--- src/rtl/cpu_pkg.sv ---
// Shared CPU definitions: ALU control codes and the execute-unit FSM state type.
package cpu_pkg;

  localparam logic [3:0] ALU_ADD  = 4'b0000;
  localparam logic [3:0] ALU_SUB  = 4'b0001;
  localparam logic [3:0] ALU_AND  = 4'b0010;
  localparam logic [3:0] ALU_OR   = 4'b0011;
  localparam logic [3:0] ALU_MOVZ = 4'b0100;
  localparam logic [3:0] ALU_DIV  = 4'b0101;
  localparam logic [3:0] ALU_SLT  = 4'b0110;
  localparam logic [3:0] ALU_NOR  = 4'b0111;
  localparam logic [3:0] ALU_LSL  = 4'b1000;
  localparam logic [3:0] ALU_LSR  = 4'b1001;

  typedef enum logic [1:0] {
    IDLE = 2'd0,
    DIV  = 2'd1,
    DONE = 2'd2
  } alu_state_t;

endpackage

--- src/rtl/alu_exec_if.sv ---
// Request/response bundle between the execute stage and alu_exec.
interface alu_exec_if #(parameter int WIDTH = 4);
  logic             start;
  logic [3:0]       alucontrol;
  logic [WIDTH-1:0] a;
  logic [WIDTH-1:0] b;
  logic [WIDTH-1:0] result;
  logic             zero;
  logic             carry;
  logic             div_by_zero;
  logic             busy;
  logic             done;

  modport master (
    output start, alucontrol, a, b,
    input  result, zero, carry, div_by_zero, busy, done
  );

  modport slave (
    input  start, alucontrol, a, b,
    output result, zero, carry, div_by_zero, busy, done
  );
endinterface

--- src/rtl/alu_exec_divider.sv ---
// alu_divider: unsigned restoring divider, one quotient bit per step.
// quotient/remainder show the outcome of the step in progress so the final bit can be captured on the last step edge.
module alu_divider #(
  parameter int WIDTH = 4
) (
  input  logic             clk,
  input  logic             load,
  input  logic             step,
  input  logic [WIDTH-1:0] dividend,
  input  logic [WIDTH-1:0] divisor,
  output logic [WIDTH-1:0] quotient,
  output logic [WIDTH-1:0] remainder
);
  logic [WIDTH-1:0] rem_p1, quo_p1, dvs_p1;
  logic [WIDTH:0]   trial_p0;
  logic [WIDTH-1:0] diff_p0;
  logic             ge_p0;

  // Shift the next dividend bit into the partial remainder and trial-subtract
  assign trial_p0  = {rem_p1, quo_p1[WIDTH-1]};
  assign ge_p0     = (trial_p0 >= {1'b0, dvs_p1});
  assign diff_p0   = trial_p0[WIDTH-1:0] - dvs_p1;
  assign remainder = ge_p0 ? diff_p0 : trial_p0[WIDTH-1:0];
  assign quotient  = {quo_p1[WIDTH-2:0], ge_p0};

  // Stage p1: partial remainder, dividend/quotient shift register, divisor
  always_ff @(posedge clk) begin
    if (load) begin
      rem_p1 <= '0;
      quo_p1 <= dividend;
      dvs_p1 <= divisor;
    end else if (step) begin
      rem_p1 <= remainder;
      quo_p1 <= quotient;
    end
  end
endmodule

--- src/rtl/alu_exec.sv ---
// alu_exec: multicycle execute unit; single-cycle ops plus an optional iterative DIV.
// Define ALU_EXEC_DIV_EN to build the divider and DIV state; otherwise DIV is an unsupported code.
module alu_exec
  import cpu_pkg::*;
#(
  parameter int WIDTH = 4
) (
  input  logic       clk,
  input  logic       reset,
  alu_exec_if.slave  bus
);
  logic [WIDTH:0]          add_p0, sub_p0;
  logic signed [WIDTH-1:0] sa_p0, sb_p0;
  logic [WIDTH-1:0]        res_p0, cap_res;
  logic                    carry_p0, dbz_p0, cap_carry, cap_dbz, cap;
  alu_state_t              state, state_n;

  assign add_p0 = {1'b0, bus.a} + {1'b0, bus.b};
  assign sub_p0 = {1'b0, bus.a} - {1'b0, bus.b};
  assign sa_p0  = bus.a;
  assign sb_p0  = bus.b;

  // Stage p0: single-cycle operation mux
  always_comb begin
    res_p0   = '0;
    carry_p0 = 1'b0;
    dbz_p0   = 1'b0;
    case (bus.alucontrol)
      ALU_ADD:  {carry_p0, res_p0} = add_p0;
      ALU_SUB:  begin
        res_p0   = sub_p0[WIDTH-1:0];
        carry_p0 = ~sub_p0[WIDTH];
      end
      ALU_AND:  res_p0 = bus.a & bus.b;
      ALU_OR:   res_p0 = bus.a | bus.b;
      ALU_MOVZ: res_p0 = bus.b;
`ifdef ALU_EXEC_DIV_EN
      ALU_DIV:  if (bus.b == '0) begin
        res_p0 = '1;
        dbz_p0 = 1'b1;
      end
`endif
      ALU_SLT:  res_p0 = {{(WIDTH-1){1'b0}}, (sa_p0 < sb_p0)};
      ALU_NOR:  res_p0 = ~(bus.a | bus.b);
      ALU_LSL:  res_p0 = bus.a << bus.b;
      ALU_LSR:  res_p0 = bus.a >> bus.b;
      default:  res_p0 = '0;
    endcase
  end

`ifdef ALU_EXEC_DIV_EN
  localparam int CW = $clog2(WIDTH + 1);
  logic [CW-1:0]    cnt;
  logic             div_load, div_step;
  logic [WIDTH-1:0] div_quo, div_rem_unused;

  alu_divider #(.WIDTH(WIDTH)) u_div (
    .clk       (clk),
    .load      (div_load),
    .step      (div_step),
    .dividend  (bus.a),
    .divisor   (bus.b),
    .quotient  (div_quo),
    .remainder (div_rem_unused)
  );

  always_ff @(posedge clk) begin
    if (reset)         cnt <= '0;
    else if (div_load) cnt <= CW'(WIDTH);
    else if (div_step) cnt <= cnt - CW'(1);
  end

  assign bus.busy = (state == DIV);
`else
  assign bus.busy = 1'b0;
`endif

  assign bus.done = (state == DONE);

  always_ff @(posedge clk) begin
    if (reset) state <= IDLE;
    else       state <= state_n;
  end

  always_comb begin
    state_n   = state;
    cap       = 1'b0;
    cap_res   = res_p0;
    cap_carry = carry_p0;
    cap_dbz   = dbz_p0;
`ifdef ALU_EXEC_DIV_EN
    div_load  = 1'b0;
    div_step  = 1'b0;
`endif
    case (state)
      IDLE, DONE: begin
        state_n = IDLE;
        if (bus.start) begin
          state_n = DONE;
          cap     = 1'b1;
`ifdef ALU_EXEC_DIV_EN
          if (bus.alucontrol == ALU_DIV && bus.b != '0) begin
            state_n  = DIV;
            cap      = 1'b0;
            div_load = 1'b1;
          end
`endif
        end
      end
`ifdef ALU_EXEC_DIV_EN
      DIV: begin
        div_step = 1'b1;
        if (cnt == CW'(1)) begin
          state_n   = DONE;
          cap       = 1'b1;
          cap_res   = div_quo;
          cap_carry = 1'b0;
          cap_dbz   = 1'b0;
        end
      end
`endif
      default: state_n = IDLE;
    endcase
  end

  // Stage p1: architectural outputs, updated only when entering DONE
  always_ff @(posedge clk) begin
    if (reset) begin
      bus.result      <= '0;
      bus.zero        <= 1'b1;
      bus.carry       <= 1'b0;
      bus.div_by_zero <= 1'b0;
    end else if (cap) begin
      bus.result      <= cap_res;
      bus.zero        <= (cap_res == '0);
      bus.carry       <= cap_carry;
      bus.div_by_zero <= cap_dbz;
    end
  end
endmodule

--- src/flat_wrapper.sv ---
// flat-port wrapper written by rule: the top's interface ports become plain ports
module alu_exec_flat import cpu_pkg::*;
#(
  parameter int WIDTH = 4
)
  (clk, reset, bus_start, bus_alucontrol, bus_a, bus_b, bus_result, bus_zero, bus_carry, bus_div_by_zero, bus_busy, bus_done);
  alu_exec_if #(.WIDTH(WIDTH)) bus_i ();
  input  logic clk;
  input  logic reset;
  input wire logic [$bits(bus_i.start)-1:0] bus_start;
  input wire logic [$bits(bus_i.alucontrol)-1:0] bus_alucontrol;
  input wire logic [$bits(bus_i.a)-1:0] bus_a;
  input wire logic [$bits(bus_i.b)-1:0] bus_b;
  output wire logic [$bits(bus_i.result)-1:0] bus_result;
  output wire logic [$bits(bus_i.zero)-1:0] bus_zero;
  output wire logic [$bits(bus_i.carry)-1:0] bus_carry;
  output wire logic [$bits(bus_i.div_by_zero)-1:0] bus_div_by_zero;
  output wire logic [$bits(bus_i.busy)-1:0] bus_busy;
  output wire logic [$bits(bus_i.done)-1:0] bus_done;
  assign bus_i.start = bus_start;
  assign bus_i.alucontrol = bus_alucontrol;
  assign bus_i.a = bus_a;
  assign bus_i.b = bus_b;
  assign bus_result = bus_i.result;
  assign bus_zero = bus_i.zero;
  assign bus_carry = bus_i.carry;
  assign bus_div_by_zero = bus_i.div_by_zero;
  assign bus_busy = bus_i.busy;
  assign bus_done = bus_i.done;
  alu_exec #(.WIDTH(WIDTH)) u_core (.clk(clk), .reset(reset), .bus(bus_i));
endmodule
--- config.mk ---
export PLATFORM = sky130hd
export DESIGN_NAME = alu_exec_flat
export DESIGN_NICKNAME = d
export VERILOG_FILES = /design/src/rtl/cpu_pkg.sv /design/src/rtl/alu_exec_if.sv /design/src/rtl/alu_exec_divider.sv /design/src/rtl/alu_exec.sv /design/src/flat_wrapper.sv
export SDC_FILE = /design/constraint.sdc
export NUM_CORES = 1
export LEC_CHECK = 0
export ABC_AREA = 1
export CORE_MARGIN = 2
export CORE_UTILIZATION = 56
export CTS_BUF_LIST = sky130_fd_sc_hd__clkbuf_2 sky130_fd_sc_hd__clkbuf_4 sky130_fd_sc_hd__clkbuf_8
export DETAILED_ROUTE_END_ITERATION = 10
export PLACE_DENSITY_LB_ADDON = 0.05
export REMOVE_ABC_BUFFERS = 1
export SYNTH_ARGS = -nofsm -noshare
export SYNTH_HDL_FRONTEND = slang
export SYNTH_SLANG_ARGS = --single-unit
--- constraint.sdc ---
create_clock -name clk -period 2.7 [get_ports clk]
set_input_delay 0.27 -clock clk [delete_from_list [all_inputs] [get_ports clk]]
set_output_delay 0.27 -clock clk [all_outputs]
set_load 0.01 [all_outputs]
==> results of run 1 <==
[layer usage]
layer	vias to the layer above	global-route usage	wire [um]
met5	-	0	0
met4	0	0.124	71
met3	8	0.0340	208
met2	60	0.470	1390
met1	563	0.337	1260
li1	673	-	-
[layout make-up]
cell class | count | area [um2]
Tap cell | 27 | 33.8
Fill cell | 185 | 534
Multi-Input combinational cell | 162 | 837
Clock buffer | 4 | 30.0
Inverter | 29 | 109
Timing Repair Buffer | 22 | 218
Sequential cell | 7 | 140
[worst reg2reg max path: stages, from the launching register on]
cell     delay (ns)
dfxtp_1        0.30
nor2_1         0.09
nor2_1         0.05
nand2_1        0.07
inv_1          0.03
[power breakdown]
part / switching (W) / internal (W)
combinational: 0.0000996 / 0.0000718
sequential: 0.00000290 / 0.000110
clock: 0.0000380 / 0.0000664
total: 0.000141 / 0.000248
[placed cells by master, fill, tap and decap left out, types with 2 or more instances in the layout]
cell type	count
nand2_1	69
inv_1	27
nand3_1	25
nor2_1	24
clkdlybuf4s50_1	21
ha_1	12
a21oi_1	7
dfxtp_1	7
o21ai_0	6
nor2_2	4
clkbuf_4	4
nor3_1	3
nand3b_1	3
fa_1	2
conb_1	2
[worst paths after layout]
kind / end / slack [ns]
worst max-delay path: u_core.bus.zero / 0.45
worst min-delay path: u_core.bus.result[2] / 0.47
worst max register to register: u_core.bus.carry / 2.07
worst min register to register: u_core.bus.result[2] / 0.47
[cell families (layout without fill, tap and decap cells)]
family	Yosys count	after routing	synth area share
other cells	1	2	0.00340
flops	7	7	0.127
xor+xnor	1	1	0.00795
fa+ha+maj	14	14	0.173
simple gates	130	130	0.502
compound gates	15	15	0.0704
buf+inv	32	55	0.117
[registers in the layout, indices dropped and copies added (netlist names)]
signal and cells:
u_core.bus.result 4, u_core.bus.zero 1, u_core.bus.carry 1, u_core.state 1
[metrics by stage]
stage / hold WS (ns) / setup WS, ns
global route: 0.488 / 0.344
CTS: 0.471 / 0.472
finish: 0.469 / 0.450
global placement: 0.451 / 0.272
detailed placement: 0.461 / 0.224
floorplan: 0.340 / 1.07
==> impl_metrics.yaml, run 1 <==
floorplan:
  io_pins: 24
  initial_core_util: 0.580
  die_y_um: 48.4
  fp-row-count: 16
  core_um2: 1900
  die_w_um: 48.4
  die-area_um2: 2340
status:
  outcome: "finished clean"
global_route:
  grt_pass1_wl_um: 5120
  track_usage: 0.272
  antenna_found_initial: 0
  grt_max_degree: 11
  grt_pass1_vias: 1184
  overflow: 0
clock_tree:
  clkLatencyLatePin_ns: 0.25
  h-tree-depth: 1
  post_cts_buffers: 0
  cts_resized: 0
  cts-root-buf: "clkbuf_4"
  cts_tree: "done"
  cts_buffer_depth: 2
  cts.sinks: 7
  numCtsBuffers: 3
  ctsHoldBuffers: 0
  path_clk_slew_ns: 0.05
yosys:
  synthTopCellsByCount: "69 x nand2_1, 27 x inv_1, 25 x nand3_1"
  synth_top_area_cell: "nand2_1"
  ys_async_sr_fraction: 0
  synth-seq-cells: 7
  synthTopCellsByArea: "nand2_1 23%, ha_1 14%, dfxtp_1 13%, nand3_1 11%, inv_1 9.2%"
  synthFlopType: "dfxtp_1"
  synth_cells: 200
  seq_area_frac_synth: 0.127
  yosysWarnings: 0
  syn_area_um2: 1100
  synth.most_common_cell: "nand2_1"
  yosysTopAreaCellShare: 0.235
  synth_edf_count: 0
  yosysUniqueCellTypes: 22
  syn_avg_cell_area_um2: 5.51
worst_setup_path:
  cp_top_family: "adder cells"
  cp.depth: 12
  crit_type: "in2reg"
  cp.arrival_ns: 2.44
  critPathMostFrequentCell: "nand2_1"
  cp_max_fo: 7
  setup.worst_path.start_class: "primary input"
  crit_path_start: "bus_b[0]"
  cpPeakStageDelay_ns: 0.55
  required_ns: 2.89
  crit_chain: "clkdlybuf4s50_1, ha_1, fa_1, o21ai_0, nand2_1, nand2_1, nand2_1, nor2_1, nand2_1, nor2_1, nand3_1, nand2_1"
  worst_r2r_path_depth: 4
  cp_num_buf_inv: 1
  timing.rr.start: "u_core.bus.carry"
  slowest_stage: "clkdlybuf4s50_1"
  crit_path_end_kind: "flip-flop"
timing:
  timing.final.crit_share: 0.833
  fin_skew_ns: 0
  period_needed_ns: 2.25
  setup_violations: 0
  hold_viol_final: 0
  max_clock_freq_mhz: 445
  grt_setup_unrepaired: "no"
  finalSetupTns_ns: 0
  slew_viol_final: 0
power:
  p_leak_nw: 0.744
  power_density_nw_per_um2: 284
  power.total_w: 0.000389
  vdd_drop_max_mv: 0.167
detailed_routing:
  totalWireLength_um: 2920
  vias: 1304
  viasPerCell: 5.20
  drtPass1Iterations: 5
  route.detailed.wl_per_inst_um: 11.6
  ant_nets: 0
  drc: 0
  dr.first_iter.drc_count: 48
finish:
  drive_gt1_frac: 0.0491
  layout.nets: 254
  design_area_um2: 1370
  syn_to_final_growth_pct: 24.1
  diodes: 0
  final_cells: 251
  fin_util: 0.719
placed_design:
  dp.cells: 247
  numPortBuffers: 21
  place_area_um2: 1340
  gp_congestion: 0.962
  hpwl_um: 2490
job:
  maxCapViolations: 0
worst_hold_path:
  hold_start: "u_core.bus.result[2]"
  hold_path_depth: 2
  holdCritPathClass: "reg2reg"
No activity file was read; power rests on OpenSTA's default activity.
==> run 2, diff against run 1 <==
CORE_UTILIZATION = 47   (was 56)
clock period = 2 ns   (was 2.7 ns; I/O delays follow)
==> impl_metrics.yaml, run 2 (same netlist as run 1, synthesis figures left out) <==
detailed_routing:
  viasPerCell: 5.07
  drtPass1Iterations: 4
  dr.first_iter.drc_count: 55
  vias: 1375
  drc: 0
  ant_nets: 0
  totalWireLength_um: 3180
  route.detailed.wl_per_inst_um: 11.7
worst_setup_path:
  cp_num_buf_inv: 4
  worst_r2r_path_depth: 4
  cp.arrival_ns: 2.01
  r2r_setup_slack_ns: 1.36
  required_ns: 2.20
  crit_chain: "clkdlybuf4s50_1, inv_1, fa_2, inv_1, nand3_1, nand2_1, inv_1, nand2_1, nor2_1, nand2_1, nor2_2, nand3_1, nand2_1"
  cpPeakStageDelay_ns: 0.55
  setup.worst_path.start_class: "primary input"
  cp_max_fo: 3
  timing.rr.start: "u_core.bus.carry"
  r2r-end: "u_core.bus.carry"
  slowest_stage: "fa_2"
  crit_path_end_kind: "flip-flop"
  cp_top_family: "buffers and inverters"
  crit_type: "in2reg"
  critPathMostFrequentCell: "nand2_1"
timing:
  timing.final.crit_share: 0.906
  max_clock_freq_mhz: 552
  grt_setup_unrepaired: "no"
  hold_viol_final: 0
  period_needed_ns: 1.81
  fin_skew_ns: 0
  slew_viol_final: 0
  setup_violations: 0
worst_hold_path:
  worstHoldEndpoint: "u_core.bus.result[2]"
  hold_path_depth: 2
  hold_start: "u_core.bus.result[2]"
  holdCritPathClass: "reg2reg"
floorplan:
  die_y_um: 52.4
  die_w_um: 52.4
  die-area_um2: 2750
  io_pins: 24
  core_um2: 2210
  fp-row-count: 17
  initial_core_util: 0.498
placed_design:
  hpwl_um: 2660
  place_area_um2: 1470
  gp_congestion: 0.965
  numPortBuffers: 21
finish:
  fin_util: 0.690
  design_area_um2: 1530
  diodes: 0
  largest_reg_flops: 4
  drive_gt1_frac: 0.140
  mostFrequentLayoutCells: "69 x nand2_1, 27 x inv_1, 25 x nand3_1"
  final_common_cell: "nand2_1"
  layout.nets: 273
  syn_to_final_growth_pct: 38.5
  top_register: "u_core.bus.result"
clock_tree:
  cts-root-buf: "clkbuf_4"
  numCtsBuffers: 3
  cts_buffer_depth: 2
  path_clk_slew_ns: 0.06
  cts_tree: "done"
  clkLatencyLatePin_ns: 0.25
  h-tree-depth: 1
  cts.sinks: 7
  ctsHoldBuffers: 0
status:
  outcome: "finished clean"
job:
  maxCapViolations: 0
global_route:
  antenna_found_initial: 0
  grt_pass1_vias: 1277
  overflow: 0
  track_usage: 0.257
  grt_max_degree: 8
  grt_pass1_wl_um: 5360
power:
  combPwrFrac: 0.479
  p_clk_frac: 0.248
  vdd_drop_max_mv: 0.330
  p_int_w: 0.000365
  power_density_nw_per_um2: 367
  p_leak_nw: 0.847
  seq_power_share: 0.273
  p_sw_frac: 0.350
  p_sw_w: 0.000196
-- run 2: cell count changes in the layout (fill, tap and decap cells not counted), sizes merged --
cell / previous run / this run
buf: 1 / 20
dlymetal6s2s: 0 / 2
clkdlybuf4s50: 21 / 19
-- run 2: what timing repair did --
| action | 4_1_cts | 5_1_grt |
|---|---|---|
| pin swaps | 1 | 0 |
| resized for setup | 3 | 4 |
| buffers inserted | 0 | 1 |
| gates cloned | 0 | 0 |
| setup endpoints to repair | 2 | 4 |
-- run 2: how the worst max path moves through the flow --
stage                        start         endpoint  slack [ns]  cells past startpoint
after floorplan           bus_a[0]  u_core.bus.zero        0.44                     12
after global placement    bus_a[0]  u_core.bus.zero       -0.31                     13
after detailed placement  bus_a[0]  u_core.bus.zero       -0.35                     13
after CTS                 bus_b[0]  u_core.bus.zero        0.02                     15
after global routing      bus_b[1]  u_core.bus.zero       0.003                     13
final                     bus_a[1]  u_core.bus.zero        0.19                     13
-- run 2: layout make-up --
cell class,count,area (um2)
Multi-Input combinational cell,162,847
Fill cell,210,686
Timing Repair Buffer,41,365
Sequential cell,7,140
Inverter,29,109
Tap cell,28,35.0
Clock buffer,4,30.0
-- run 2: worst register-to-register path, stage by stage, from the launching register on --
cell	delay, ns
dfxtp_1	0.31
nor2_1	0.09
nor2_1	0.05
nand2_1	0.07
inv_1	0.03
-- run 2: routing by layer --
metal	track usage	vias to the layer above	share of wire	wire, um
li1	-	710	-	-
met1	0.308	602	0.41	1310
met2	0.479	59	0.50	1590
met3	0.0114	4	0.072	230
met4	0.0855	0	0.013	42
met5	0	-	0	0
-- run 2: power by group through the flow --
stage | combinational, W | clock [W] | sequential (W)
5_1_grt | 0.000300 | 0.000153 | 0.000154
3_5_place_dp | 0.000263 | 0 | 0.000156
6_report | 0.000269 | 0.000139 | 0.000153
4_1_cts | 0.000265 | 0.000145 | 0.000153
2_1_floorplan | 0.000130 | 0 | 0.000160
3_3_place_gp | 0.000258 | 0 | 0.000155
-- run 2: metrics by stage --
stage	power (W)	TNS, ns	hold slack (ns)	setup WS, ns	cells
3_3_place_gp	0.000413	-1.17	0.451	-0.309	266
3_5_place_dp	0.000418	-1.23	0.462	-0.349	266
4_1_cts	0.000563	0	0.469	0.0209	270
2_1_floorplan	0.000290	0	0.270	0.438	198
6_report	0.000561	0	0.467	0.188	271
5_1_grt	0.000607	0	0.511	0.00327	271
